<file path="config.mk">
export PLATFORM = sky130hd
export DESIGN_NAME = uart_tx_arbiter
export DESIGN_NICKNAME = d
export VERILOG_FILES = /design/src/rtl/uart_tx_arbiter.sv
export SDC_FILE = /design/constraint.sdc
export NUM_CORES = 1
export LEC_CHECK = 0
export CORE_UTILIZATION = 48
export DETAILED_ROUTE_END_ITERATION = 16
export HOLD_SLACK_MARGIN = 0.1
export PLACE_DENSITY = 0.91
export SLEW_MARGIN = 20
export SYNTH_ARGS = -nofsm -noshare
export SYNTH_HDL_FRONTEND = slang
export SYNTH_SLANG_ARGS = --single-unit
export TNS_END_PERCENT = 10
</file>
<file path="constraint.sdc">
create_clock -name clk -period 2.6 [get_ports clk]
set_input_delay 0.39 -clock clk [delete_from_list [all_inputs] [get_ports clk]]
set_output_delay 0.39 -clock clk [all_outputs]
set_load 0.01 [all_outputs]
</file>
<file path="src/rtl/uart_tx_arbiter.sv">
// uart_tx_arbiter: round-robin share of one UART TX engine among NUM_REQ
// requesters, with a post-frame idle gap and a tx_done watchdog.
//
// Ports:
//   clk, reset       : clock, async active-high reset
//   req, req_data    : per-requester level request and byte (8 bits each)
//   baud_set_in      : baud code captured at grant
//   grant, done      : one-hot grant for SEND, one-cycle completion pulse
//   timeout_err      : one-cycle pulse on watchdog abort
//   busy             : high in SEND and GAP
//   tx_data, tx_send_en, tx_baud_set, tx_done : TX engine interface

module uart_tx_arbiter #(
  parameter int NUM_REQ        = 4,
  parameter int GAP_CYCLES     = 4,
  parameter int TIMEOUT_CYCLES = 100000
) (
  input  logic                 clk,
  input  logic                 reset,
  input  logic [NUM_REQ-1:0]   req,
  input  logic [8*NUM_REQ-1:0] req_data,
  input  logic [3:0]           baud_set_in,
  output logic [NUM_REQ-1:0]   grant,
  output logic [NUM_REQ-1:0]   done,
  output logic                 timeout_err,
  output logic                 busy,
  output logic [7:0]           tx_data,
  output logic                 tx_send_en,
  output logic [3:0]           tx_baud_set,
  input  logic                 tx_done
);

  localparam int IW = (NUM_REQ > 1) ? $clog2(NUM_REQ) : 1;
  localparam int WW = $clog2(TIMEOUT_CYCLES);
  localparam int GW = $clog2(GAP_CYCLES);

  localparam logic [WW-1:0] WD_TC  = WW'(TIMEOUT_CYCLES - 1);
  localparam logic [GW-1:0] GAP_TC = GW'(GAP_CYCLES - 1);
  localparam logic [IW-1:0] LAST0  = IW'(NUM_REQ - 1);

  typedef enum logic [1:0] {
    IDLE,
    SEND,
    GAP
  } state_t;

  state_t state_q, state_d;

  logic [IW-1:0]      last_q, last_d;
  logic [IW-1:0]      pick;
  logic [7:0]         pick_data;
  logic [WW-1:0]      wd_q, wd_d;
  logic [GW-1:0]      gap_q, gap_d;
  logic [NUM_REQ-1:0] grant_d, done_d;
  logic               terr_d, busy_d, en_d;
  logic [7:0]         data_d;
  logic [3:0]         baud_d;

  function automatic logic [IW-1:0] rr_idx(
    input logic [IW-1:0] base,
    input int            k
  );
    int j;
    j = int'(base) + k;
    if (j >= NUM_REQ) j = j - NUM_REQ;
    return IW'(j);
  endfunction

  // Scan farthest-first so the nearest set bit after last_q wins.
  always_comb begin
    pick      = last_q;
    pick_data = '0;
    for (int i = NUM_REQ; i >= 1; i--) begin
      if (req[rr_idx(last_q, i)]) pick = rr_idx(last_q, i);
    end
    for (int i = 0; i < NUM_REQ; i++) begin
      if (pick == IW'(i)) pick_data = req_data[8*i +: 8];
    end
  end

  always_comb begin
    state_d = state_q;
    last_d  = last_q;
    wd_d    = wd_q;
    gap_d   = gap_q;
    grant_d = grant;
    done_d  = '0;
    terr_d  = 1'b0;
    en_d    = tx_send_en;
    data_d  = tx_data;
    baud_d  = tx_baud_set;
    unique case (state_q)
      IDLE: begin
        if (|req) begin
          state_d = SEND;
          grant_d = NUM_REQ'(1) << pick;
          en_d    = 1'b1;
          data_d  = pick_data;
          baud_d  = baud_set_in;
          last_d  = pick;
          wd_d    = '0;
        end
      end
      SEND: begin
        if (tx_done) begin
          state_d = GAP;
          grant_d = '0;
          en_d    = 1'b0;
          done_d  = grant;
          gap_d   = '0;
        end else if (wd_q == WD_TC) begin
          state_d = GAP;
          grant_d = '0;
          en_d    = 1'b0;
          terr_d  = 1'b1;
          gap_d   = '0;
        end else if (wd_q != '1) begin
          wd_d = wd_q + WW'(1);
        end
      end
      GAP: begin
        if (gap_q == GAP_TC) state_d = IDLE;
        else gap_d = gap_q + GW'(1);
      end
      default: state_d = IDLE;
    endcase
    busy_d = (state_d != IDLE);
  end

  always_ff @(posedge clk or posedge reset) begin
    if (reset) begin
      state_q     <= IDLE;
      last_q      <= LAST0;
      wd_q        <= '0;
      gap_q       <= '0;
      grant       <= '0;
      done        <= '0;
      timeout_err <= 1'b0;
      busy        <= 1'b0;
      tx_data     <= 8'h00;
      tx_send_en  <= 1'b0;
      tx_baud_set <= 4'd0;
    end else begin
      state_q     <= state_d;
      last_q      <= last_d;
      wd_q        <= wd_d;
      gap_q       <= gap_d;
      grant       <= grant_d;
      done        <= done_d;
      timeout_err <= terr_d;
      busy        <= busy_d;
      tx_data     <= data_d;
      tx_send_en  <= en_d;
      tx_baud_set <= baud_d;
    end
  end

endmodule

</file>
=== Yosys cells after proc, flatten, opt, wreduce, memory -nomap -nowiden ===
Cells that the tools add are included.
Widths: inputs -> output; s select.

* Register bits after elaboration: 46
* Logic and storage cells: 101

* Add/sub/neg operators: 10
* $lt $le $gt $ge: 8
* Eq/ne operators: 14
* Shift operators: 1
* Muxes and demuxes: 47
* Reductions and logical operators: 10

{| class="wikitable"
|+ Operators by type and width
! operator !! count
|-
| $mux 17 || 4
|-
| $pmux 17 s2 || 1
|-
| $mux 8 || 4
|-
| $mux 2 || 15
|-
| $mux 4 || 5
|-
| $add 17x1->17 const B || 1
|-
| $eq 17x17->1 const B || 1
|-
| $ne 17x17->1 const B || 1
|-
| $lt 2x3->1 const B || 4
|-
| $mux 1 || 10
|-
| $ne 2x2->1 const B || 5
|-
| $ge 3x3->1 const B || 3
|-
| $bmux 1 s2 || 4
|-
| $eq 2x2->1 const B || 4
|-
| $pmux 4 s2 || 1
|-
| $sub 2x1->2 const B || 4
|-
| $add 2x2->3 const B || 2
|-
| $pmux 2 s3 || 1
|-
| $reduce_and 3->1 || 2
|-
| $reduce_bool 2->1 || 3
|-
| $reduce_and 5->1 || 1
|-
| $add 2x3->4 const B || 1
|-
| $eq 2x1->1 const B || 2
|-
| $ge 4x3->1 const B || 1
|-
| other kinds (9) || 10
|}

=== Longest topological paths before layout ===
* Depth in word-level cells: 14
* Gate-level depth with buffers: 10
* Mapped depth without buffers: 10

=== Least setup slack after synthesis ===
Ideal clock, no wire load.

* Kind: reg-to-reg
* Start: register wd_q[0]
* End: register wd_q[10]
* Setup time: 0.078 ns
* Arrival: 2.120 ns
* Setup slack: 0.402 ns
* Stages on the path, launching flop included: 10
* Path buffers: 0
* Clock period less this slack: 2.198 ns
* Cell sequence: dfrtp_1 -> ha_1 -> and4_1 -> nand3_1 -> nor3_1 -> ha_1 -> and3b_1 -> nand4_1 -> or3_1 -> a21oi_1

* Cells in the longest elaborated chain, start to end: 5
* Elaborated cells between the ends (all ways): 10
* Those cells by class: add/sub (1); eq/ne (4); mux (4); reduce/logical (1)

{| class="wikitable"
|+ Ends and longest elaborated chain
! element !! RTL line !! RTL
|-
| start, declared || 52 || <nowiki>logic [WW-1:0] wd_q, wd_d;</nowiki>
|-
| start signal, assigned || 146 || <nowiki>wd_q <= wd_d;</nowiki>
|-
| $add 17x1->17 || 118 || <nowiki>wd_d = wd_q + WW'(1);</nowiki>
|-
| $mux 17 || 117 || <nowiki>end else if (wd_q != '1) begin</nowiki>
|-
| $mux 17 || 111 || <nowiki>end else if (wd_q == WD_TC) begin</nowiki>
|-
| $mux 17 || 105 || <nowiki>if (tx_done) begin</nowiki>
|-
| $pmux 17 s2 || 92 || <nowiki>unique case (state_q)</nowiki>
|}

Parallel ways exist; a longest one is shown, timed or not. The select of a mux whose other input is x is not followed.
A chain may end at the register's enable or synchronous reset.

=== Final worst setup path ===
* Start: register wd_q[0]
* End: register wd_q[12]

Same word-level chain as after synthesis.

==> metrics <==
Placement Setup Slack 0.1542 ns; later-pin clock latency in the skew report 0.30 ns; crit path DAT 2.63 ns; max-cap violation count 0; Synth Cell Area 2372 µm²; status complete, no violations; post-route insts no fill about 370; Synth cell types 47; via count just over 2000; Max clock buf depth 2; Reg2Reg Launch Point wd_q[0]$_DFFE_PP0P_; FF+latch count, synth 46; Async SR Flop Fraction 100.0%; Cells after Synth between 200 and 250; Syn. warnings 0; clock skew roughly 0.0044 ns; Worst-Margin Slew between 0.5 and 0.6 ns; 1st-iter DRT viols 119; P&R area growth vs syn 36.76%; Worst slew margin 60.43%; sequential share of the synthesized area 48.63%; period utilization 92.25%; critical path class flip-flop to flip-flop; Root Buffer clkbuf_8; Hold Vio Cnt, Final 0; initial core utilization roughly half; Final Critical Period between 2 and 2.5 ns; Power Total roughly 3 mW; Pleak 1.436 nW; Final nets 349; largest net degree at the start of global routing 26; required time of the critical path 2.83 ns; RePlAce Congestion approximately 0.83; gr usage total 23.70%; Net Count, Synth 278; critical-path maximum fanout 6; first-pass GRT wire length between 9 and 10 mm; pwr dens 912.2 nW/µm²; I/O pins 66; Clock transition at path regs 0.08 ns; initial antenna violation count 0; Pre-antenna DRT Iters 4; Num CTS Buffers 5; Synth Flop Type dfrtp_1; R2R Setup Slk between 0.2 and 0.25 ns; drt total wl 5.509 mm; Die Area 5227 µm²; mean cell area of the mapped netlist 10.23 µm²; hpwl dp 4.156 mm; setup violators final 0; Worst setup EP type flip-flop; unrepaired setup endpoints after global routing no; Core Rows 25; number of remaining DRC errors 0; vias in the first global route 2044; peak supply drop slightly below 0.0005 V; DRT antenna net count 0; H-tree depth 2; CTS tree built; CTS sink cnt between 40 and 50; placed cells 361; Reg2Reg Depth 9; total grt overflow 0; Port Buf Inserts 65; CP Launch Type flip-flop; Die Height 72.30 µm; Via-to-Cell Ratio roughly 5.5; die width 72.30 µm; setup TNS 0 ns; Achievable Freq 416.9 MHz; n_diodes 0; total core area 4755 µm²; Max Slew Vio Count 0; routed len/inst roughly 15 µm; layout cells sized above 1 10.20%; number of synthesized flops with an enable pin 0; worst r2r dst wd_q[12]$_DFFE_PP0P_; hold crit path type input port to async pin; Setup WS post-layout slightly above 0.2 ns
-- logic make-up after synthesis --
logic type	after synthesis	synth area share, %
fa+ha+maj	3	1.582
xor+xnor	10	3.692
buf+inv	17	3.428
flops	46	48.63
simple gates	95	22.52
compound gates	43	12.50
mux	18	7.648
-- power by group --
part / leakage (nW) / total [mW] / internal (mW) / switching (mW)
Sequential: 0.593 / 1.10 / 0.931 / 0.172
Combinational: 0.798 / 1.41 / 0.712 / 0.702
Clock: 0.0455 / 0.443 / 0.217 / 0.226
Total: 1.44 / 2.96 / 1.86 / 1.10
-- cells in the mapped netlist (all sizes together) (3+ instances only) --
cell type | number | area (µm²)
nand2 | 27 | 101.4
nor2 | 16 | 62.56
nand3 | 12 | 60.06
dfrtp | 44 | 1101
nor4 | 3 | 33.78
a21oi | 13 | 65.06
o2bb2ai | 6 | 52.55
xor2 | 8 | 70.07
buf | 9 | 51.30
mux2i | 17 | 170.2
nand2b | 4 | 25.02
ha | 3 | 37.54
and3 | 6 | 37.54
inv | 7 | 26.27
a22o | 4 | 35.03
or3 | 6 | 37.54
a21o | 3 | 22.52
nand4 | 3 | 18.77
nor3 | 5 | 30.03
o21ai | 8 | 40.04
-- layout by cell type, fill, tap and decap left out, drive strengths merged, types with 3 or more instances in the layout --
cell / synthesis / layout
a22o: 4 / 4
nor3: 5 / 5
nor4: 3 / 3
clkdlybuf4s50: 0 / 65
clkbuf: 1 / 8
xor2: 8 / 8
nand3: 12 / 12
nor2: 16 / 16
a21oi: 13 / 13
ha: 3 / 3
nand2: 27 / 27
mux2i: 17 / 17
nand4: 3 / 3
nand2b: 4 / 4
o2bb2ai: 6 / 6
inv: 7 / 7
a21o: 3 / 3
buf: 9 / 9
or3: 6 / 6
dfrtp: 44 / 44
o21ai: 8 / 8
and3: 6 / 6
-- routing by layer --
layer	wire length (µm)	GRT usage, %	up-vias
met4	82	9.150	0
met2	2872	40.60	65
met1	2304	29.52	988
met3	250	4.722	8
li1	-	-	968
met5	0	0	-
-- metrics by stage --
stage	hold slack [ns]	utilization [%]	area, µm²
3_3_place_gp	0.4648	65.92	3134
3_5_place_dp	0.4722	65.92	3134
4_1_cts	0.4359	67.82	3224
6_report	0.4280	68.24	3244
2_1_floorplan	0.4954	-	2372
5_1_grt	0.4602	68.24	3244
-- timing repair --
item	in CTS	in global routing
hold buffers	0	0
setup endpoints to repair	0	8
buffers inserted	0	2
gates resized for setup	0	1
-- worst max-delay path, stage by stage, from the launching register on --
cell and delay, ns:
dfrtp_1 0.42, ha_1 0.24, and4_1 0.24, nand3_2 0.11, nor3_1 0.07, ha_1 0.20, and3b_1 0.24, nand4_1 0.25
or3_1 0.42, a21oi_1 0.14
-- flip-flops by register name (all words and copies together), names as in the netlist --
register     cells
wd_q            17
tx_data          8
done             4
grant            4
tx_baud_set      4
gap_q            2
last_q           2
state_q          2
busy             1
timeout_err      1
tx_send_en       1
-- layout make-up --
| cell class | instances | area, µm² |
|---|---|---|
| Timing Repair Buffer | 74 | 743.2 |
| Clock buffer | 8 | 90.09 |
| Sequential cell | 46 | 1154 |
| Fill cell | 364 | 1510 |
| Inverter | 7 | 26.28 |
| Tap cell | 67 | 83.83 |
| Multi-Input combinational cell | 169 | 1147 |
-- how the worst max path moves through the flow --
stage / startpoint / to / slack, ns / cells past startpoint
after CTS: wd_q[0]$_DFFE_PP0P_ / wd_q[10]$_DFFE_PP0P_ / 0.12 / 9
after global routing: wd_q[0]$_DFFE_PP0P_ / wd_q[15]$_DFFE_PP0P_ / 0.03 / 10
final: wd_q[0]$_DFFE_PP0P_ / wd_q[12]$_DFFE_PP0P_ / 0.20 / 9
after global placement: req[3] / tx_data[3]$_DFFE_PP0P_ / 0.21 / 6
after detailed placement: wd_q[0]$_DFFE_PP0P_ / wd_q[10]$_DFFE_PP0P_ / 0.15 / 9
after floorplan: wd_q[0]$_DFFE_PP0P_ / wd_q[10]$_DFFE_PP0P_ / 0.40 / 9
Note: power is estimated with default switching activity, not from simulation.
